## src/rtl/decode_execute_reg.sv

```systemverilog
// Decode->Execute pipeline register with stall hold, flush bubble insertion,
// a valid bit and saturating stall/bubble performance counters.
module decode_execute_reg #(
    parameter int XLEN     = 32,
    parameter int REG_AW   = 5,
    parameter int ALUCTL_W = 3,
    parameter int RESSRC_W = 2,
    parameter int CNT_W    = 16
) (
    input  logic                clk,
    input  logic                rst_n,
    input  logic                StallE,
    input  logic                FlushE,
    input  logic                CntClr,
    input  logic                ValidD,
    input  logic                RegWriteD,
    input  logic                MemWriteD,
    input  logic                JumpD,
    input  logic                BranchD,
    input  logic                ALUSrcD,
    input  logic [RESSRC_W-1:0] ResultSrcD,
    input  logic [ALUCTL_W-1:0] ALUControlD,
    input  logic [XLEN-1:0]     RD1D,
    input  logic [XLEN-1:0]     RD2D,
    input  logic [XLEN-1:0]     PCD,
    input  logic [XLEN-1:0]     ExtImmD,
    input  logic [XLEN-1:0]     PCPlus4D,
    input  logic [REG_AW-1:0]   RS1D,
    input  logic [REG_AW-1:0]   RS2D,
    input  logic [REG_AW-1:0]   RDD,
    output logic                ValidE,
    output logic                RegWriteE,
    output logic                MemWriteE,
    output logic                JumpE,
    output logic                BranchE,
    output logic                ALUSrcE,
    output logic [RESSRC_W-1:0] ResultSrcE,
    output logic [ALUCTL_W-1:0] ALUControlE,
    output logic [XLEN-1:0]     RD1E,
    output logic [XLEN-1:0]     RD2E,
    output logic [XLEN-1:0]     PCE,
    output logic [XLEN-1:0]     ExtImmE,
    output logic [XLEN-1:0]     PCPlus4E,
    output logic [REG_AW-1:0]   RS1E,
    output logic [REG_AW-1:0]   RS2E,
    output logic [REG_AW-1:0]   RDE,
    output logic [CNT_W-1:0]    StallCount,
    output logic [CNT_W-1:0]    BubbleCount
);

    typedef struct packed {
        logic                valid;
        logic                reg_write;
        logic                mem_write;
        logic                jump;
        logic                branch;
        logic                alu_src;
        logic [RESSRC_W-1:0] result_src;
        logic [ALUCTL_W-1:0] alu_control;
        logic [XLEN-1:0]     rd1;
        logic [XLEN-1:0]     rd2;
        logic [XLEN-1:0]     pc;
        logic [XLEN-1:0]     ext_imm;
        logic [XLEN-1:0]     pc_plus4;
        logic [REG_AW-1:0]   rs1;
        logic [REG_AW-1:0]   rs2;
        logic [REG_AW-1:0]   rd;
    } e_slot_t;

    localparam logic [CNT_W-1:0] CNT_ONE = 1;
    localparam logic [CNT_W-1:0] CNT_MAX = '1;

    e_slot_t          d_slot;
    e_slot_t          e_d, e_q;
    logic [CNT_W-1:0] stall_cnt_d, stall_cnt_q;
    logic [CNT_W-1:0] bubble_cnt_d, bubble_cnt_q;
    logic             stall_inc, bubble_inc;

    // Side-effect bits are gated by ValidD so an empty decode slot can never write state.
    always_comb begin
        d_slot             = '0;
        d_slot.valid       = ValidD;
        d_slot.reg_write   = RegWriteD & ValidD;
        d_slot.mem_write   = MemWriteD & ValidD;
        d_slot.jump        = JumpD & ValidD;
        d_slot.branch      = BranchD & ValidD;
        d_slot.alu_src     = ALUSrcD;
        d_slot.result_src  = ResultSrcD;
        d_slot.alu_control = ALUControlD;
        d_slot.rd1         = RD1D;
        d_slot.rd2         = RD2D;
        d_slot.pc          = PCD;
        d_slot.ext_imm     = ExtImmD;
        d_slot.pc_plus4    = PCPlus4D;
        d_slot.rs1         = RS1D;
        d_slot.rs2         = RS2D;
        d_slot.rd          = RDD;
    end

    // Flush zeroes every field, register indices included, so nothing forwards from a bubble.
    always_comb begin
        e_d = e_q;
        if (FlushE) begin
            e_d = '0;
        end else if (!StallE) begin
            e_d = d_slot;
        end
    end

    assign stall_inc  = StallE & ~FlushE;
    assign bubble_inc = FlushE | (~StallE & ~ValidD);

    always_comb begin
        stall_cnt_d  = stall_cnt_q;
        bubble_cnt_d = bubble_cnt_q;
        if (CntClr) begin
            stall_cnt_d  = '0;
            bubble_cnt_d = '0;
        end else begin
            if (stall_inc && (stall_cnt_q != CNT_MAX)) begin
                stall_cnt_d = stall_cnt_q + CNT_ONE;
            end
            if (bubble_inc && (bubble_cnt_q != CNT_MAX)) begin
                bubble_cnt_d = bubble_cnt_q + CNT_ONE;
            end
        end
    end

    always_ff @(posedge clk or negedge rst_n) begin
        if (!rst_n) begin
            e_q          <= '0;
            stall_cnt_q  <= '0;
            bubble_cnt_q <= '0;
        end else begin
            e_q          <= e_d;
            stall_cnt_q  <= stall_cnt_d;
            bubble_cnt_q <= bubble_cnt_d;
        end
    end

    assign ValidE      = e_q.valid;
    assign RegWriteE   = e_q.reg_write;
    assign MemWriteE   = e_q.mem_write;
    assign JumpE       = e_q.jump;
    assign BranchE     = e_q.branch;
    assign ALUSrcE     = e_q.alu_src;
    assign ResultSrcE  = e_q.result_src;
    assign ALUControlE = e_q.alu_control;
    assign RD1E        = e_q.rd1;
    assign RD2E        = e_q.rd2;
    assign PCE         = e_q.pc;
    assign ExtImmE     = e_q.ext_imm;
    assign PCPlus4E    = e_q.pc_plus4;
    assign RS1E        = e_q.rs1;
    assign RS2E        = e_q.rs2;
    assign RDE         = e_q.rd;
    assign StallCount  = stall_cnt_q;
    assign BubbleCount = bubble_cnt_q;

endmodule
```

## config.mk

```make
export PLATFORM = sky130hd
export DESIGN_NAME = decode_execute_reg
export DESIGN_NICKNAME = d
export VERILOG_FILES = /design/src/rtl/decode_execute_reg.sv
export SDC_FILE = /design/constraint.sdc
export NUM_CORES = 1
export LEC_CHECK = 0
export BUFFER_PORTS_ARGS = -buffer_cell sky130_fd_sc_hd__buf_2
export CORE_AREA = 4 4 157 159
export CTS_CLUSTER_SIZE = 28
export DETAILED_ROUTE_END_ITERATION = 10
export DIE_AREA = 0 0 161 163
export HOLD_SLACK_MARGIN = 0.03
export PLACE_DENSITY = 0.77
export SLEW_MARGIN = 10
export SYNTH_ARGS = -nofsm -noshare
export SYNTH_HDL_FRONTEND = slang
export SYNTH_SLANG_ARGS = --single-unit
```

## constraint.sdc

```tcl
create_clock -name clk -period 2.5 [get_ports clk]
set_clock_uncertainty 0.05 [all_clocks]
set_input_delay 0.125 -clock clk [delete_from_list [all_inputs] [get_ports clk]]
set_output_delay 0.125 -clock clk [all_outputs]
set_load 0.005 [all_outputs]
```

# [Word-level counts from Yosys, hierarchy flattened]
# Index checks and enable logic that the tools add are counted.
[totals] regBits=218 elab_cells=43
[classes] bitwise_logic=10 n_eq_ne=3 add_sub_neg=2 reduce_logical=4 mux=6
[op_table] cell="two-way mux 186 bit" count=2
[op_table] cell="two-way mux 16 bit" count=4
[op_table] cell="adder 16 x 1 -> 16 bit (second input constant)" count=2
[op_table] cell="inequality test 16 bit (second input constant)" count=2
[op_table] cell="bitwise AND 1 bit" count=6
[op_table] cell="nonzero test 2 bit" count=2
[op_table] cell="NOT 1 bit" count=3
[op_table] cell="logical AND 1 bit" count=2
[op_table] cell="inequality test 2 x 1 -> 1 bit (second input constant)" count=1
[op_table] cell="bitwise OR 1 bit" count=1

# [Logic depth before layout (Yosys ltp)]
[logic_depth] ltp_word=6 depth_mapped=7

# [Worst setup path after synthesis]
# Ideal clock, no wire load.
[synth_path] path_kind="register -> register" from="register stall_cnt_q[3], in the netlist StallCount[3]" to="register stall_cnt_q[9], in the netlist StallCount[9]" n_path_buf=1 path_slack_ns=0.643 arrival_ns=1.729 path_stages_with_launch=6 setup_time_ns=0.078 cell_sequence="dfrtp_1 > nand4_1 > or3_1 > buf_2 > or4_1 > a21oi_1"
[synth_between] elab_chain_cells=3 elab_cells_between_ends=6 classes_between="add/sub (1); eq/ne (1); mux (2); reduce/logical (2)"
[synth_rtl] element="start, declared" line="75" text="logic [CNT_W-1:0] stall_cnt_d, stall_cnt_q;"
[synth_rtl] element="start signal, assigned" line="136" text="stall_cnt_q <= stall_cnt_d;"
[synth_rtl] element="adder 16 x 1 -> 16 bit or inequality test 16 bit (tied branches)" line="121, 120"
[synth_rtl] element="two-way mux 16 bit or logical AND 1 bit (tied branches)" line="120" text="if (stall_inc && (stall_cnt_q != CNT_MAX)) begin"
[synth_rtl] element="two-way mux 16 bit or nonzero test 2 bit (tied branches)"
# Parallel ways exist; a longest one is shown, timed or not. The select of a mux whose other input is x is not followed.
# A chain may end at the register's enable or synchronous reset.

# [Final worst setup path]
# Ends and elaborated chain as after synthesis.

==> flow_metrics.py <==
metrics = {
    "run_status": {
        "outcome": "finished, final reports clean",
    },
    "final_layout": {
        "fin_util": 0.620,
        "seqCellArea_mm2": 0.00546,
        "multi_input_area_mm2": 0.00351,
        "fin_nets": 1589,
        "syn2layout_area_growth_pct": 56.3,
        "antenna_cells": 0,
        "drive_gt1_frac": 0.334,
        "fill_cells": 1739,
    },
    "synthesis": {
        "post-synth-top-area-cell": "dfrtp_1",
        "synth_cell_types": 40,
        "synth_area_mm2": 0.00922,
        "synth-edff-count": 0,
        "syn_avg_cell_area_um2": 11.5,
        "yosys_warnings": 0,
        "ys_ff_latch": 218,
        "synth_nets": 994,
        "seq_area_frac_synth": 0.592,
        "synthesis.instances": 801,
        "postSynth.asyncResetShare": 1.00,
        "synth_top_area_frac": 0.592,
        "synth_common_cells": "218 x dfrtp_1, 200 x nor2_1, 183 x mux2i_1",
        "synth.most_common_cell": "dfrtp_1",
        "synth_flop_cell": "dfrtp_1",
        "netlist_top_cells_area": "dfrtp_1 59%, mux2i_1 20%, nor2_1 8.1%, a21oi_1 1.2%, clkbuf_1 1.2%",
    },
    "critical_path": {
        "startpoint": "StallCount[3]",
        "r2r_start": "StallCount[3]",
        "r2r_end": "StallCount[9]",
        "arrival_ps": 2440,
        "path_cells": "nand4_1, or3_1, or4_1, a21oi_1",
        "reg2reg_depth": 4,
        "critical_path_class": "register to register",
        "slowest_delay_ps": 570,
        "critPathTopFamily": "simple AND/OR/NAND/NOR gates",
        "crit_buf_inv": 0,
        "reg2reg_slack_ps": 430,
        "cp_data_required_time_ps": 2870,
        "cp-start-kind": "register",
        "crit_slowest_cell": "or3_1",
        "cp.depth": 4,
        "cp_max_fo": 10,
        "worstSetupEndpointType": "register",
    },
    "route": {
        "routed_wl_um": 30700,
        "drt_iter0_markers": 473,
        "num_vias": 8659,
        "drt_pre_antenna_iters": 6,
        "drc": 0,
        "wl_per_cell_um": 17.7,
        "vias_per_cell": 5.01,
        "antenna_left": 0,
    },
    "die": {
        "die_h_um": 163,
        "dieArea_mm2": 0.0262,
        "start_util": 0.396,
        "num_rows": 56,
        "die_w_um": 161,
        "core_mm2": 0.0233,
        "pin_count": 409,
    },
    "placed_design": {
        "place_congestion": 0.823,
        "preCtsSetupSlack_ps": 464,
        "io_buffer_count": 408,
        "post-dp-hpwl_um": 18500,
    },
    "flow_run": {
        "max_cap_violations": 0,
    },
    "grt": {
        "grtUsageTotal": 0.225,
        "grt_max_degree": 105,
        "grt_pass1_vias": 9236,
        "antenna_found_initial": 0,
        "grt_pass1_wl_um": 48600,
        "grt_overflow": 0,
    },
    "sta": {
        "fmax_mhz": 484,
        "hold_violations": 0,
        "slew_headroom": 0.286,
        "setup-violations-final": 0,
        "finalWorstSetupSlack_ps": 433,
        "slew_violations": 0,
        "tightest_slew_ps": 1070,
        "hold_slack_ps": 78.9,
        "post-route-period-util": 0.827,
        "rsz0062_at_grt": "no",
        "fin_tns_setup_ps": 0,
        "period_needed_ps": 2070,
    },
    "min_path": {
        "hold_class": "input pin to register",
        "hold_end": "BubbleCount[0]",
        "hold_start": "CntClr",
        "worstHoldPathCells": 2,
    },
    "clock_tree": {
        "cts.htree.levels": 1,
        "cts_tree": "built",
        "clock_tree.root_cell": "clkbuf_16",
        "numCtsBuffers": 25,
        "cts_sinks": 218,
        "cts.clk_slew.worst_paths_ps": 60,
        "cts_resized": 0,
        "clk_path_buf_depth": 3,
        "worstSkewPairLatency_ps": 510,
    },
    "pwr": {
        "leakage_uw": 0.00777,
        "ir_worst_vdd_mv": 0.436,
        "p_per_area_mw_per_mm2": 602,
    },
}
-- registers in the layout, summed over array words and instances (netlist names) --
name         count
ALUControlE      3
ALUSrcE          1
BranchE          1
BubbleCount     16
ExtImmE         32
JumpE            1
MemWriteE        1
PCE             32
PCPlus4E        32
RD1E            32
RD2E            32
RDE              5
RS1E             5
RS2E             5
RegWriteE        1
ResultSrcE       2
StallCount      16
ValidE           1
-- what timing repair did --
action                    in CTS  in global routing
buffers inserted               0                  0
hold endpoints to repair     266                  0
hold buffers                 198                  0
-- cell usage in the layout (no fill, tap or decap), drive strengths merged, types with 2 or more instances in the layout --
cell type | netlist | final
and4 | 2 | 2
o21ai | 10 | 10
or3 | 11 | 11
mux2i | 183 | 183
clkinv | 0 | 4
nand2 | 14 | 14
inv | 7 | 8
or4 | 9 | 9
or2 | 3 | 3
nor2b | 3 | 3
o41ai | 6 | 6
o31a | 3 | 3
and3 | 2 | 2
nand4 | 9 | 9
a31o | 2 | 2
buf | 22 | 420
dfrtp | 218 | 218
bufinv | 0 | 3
a21oi | 23 | 23
clkbuf | 29 | 34
nor4 | 8 | 8
nor3 | 2 | 2
mux2 | 3 | 3
o21a | 2 | 2
o31ai | 7 | 7
ha | 2 | 2
nor2 | 200 | 200
dlygate4sd3 | 0 | 198
nand3 | 8 | 8
nand2b | 2 | 2
o311ai | 4 | 4
-- where the power goes --
| group | switching, uW | internal [uW] |
|---|---|---|
| Combinational | 556 | 632 |
| Clock | 1420 | 2250 |
| Sequential | 110 | 3700 |
-- worst max-delay path by stage --
stage,to,slack [ps]
global route,StallCount[9],230
detailed placement,StallCount[9],460
CTS,StallCount[9],440
global placement,StallCount[9],540
finish,StallCount[9],430
floorplan,StallCount[9],640
-- worst register-to-register path: cells and delay by family, from the launching register on --
family          cells  cell delay (ps)
simple gates        3             1320
flops               1              450
compound gates      1              160
-- cell type report --
type                            instances  share of cell area
Clock buffer                           33              0.0483
Clock inverter                          9             0.00903
Inverter                                7             0.00182
Multi-Input combinational cell        525               0.244
Sequential cell                       218               0.378
Tap cell                              319              0.0277
Timing Repair Buffer                  619               0.291
-- per-layer routing --
metal  global-route usage  vias up  wire length (um)
met3               0.0537       95              2280
li1                     -     3960                 -
met5                    0        -                 0
met2                0.404      395             15800
met1                0.262     4209             11400
met4               0.0807        0              1100
-- cell families after synthesis --
logic type                 synth area share
AOI/OAI and AO/OA                    0.0440
xor gates and xnor gates           0.000950
adders and majority gates           0.00271
buffers and inverters                0.0274
DFF                                   0.592
muxes                                 0.202
and+or+nand+nor                       0.131
-- stage by stage --
stage	power [uW]	std cells	instance area, um2
floorplan	4260	801	9220
global placement	4750	1490	11600
detailed placement	4780	1490	11600
CTS	8730	1730	14400
global route	9030	1730	14400
finish	8680	1730	14400
Power figures use the tool's default switching activity.
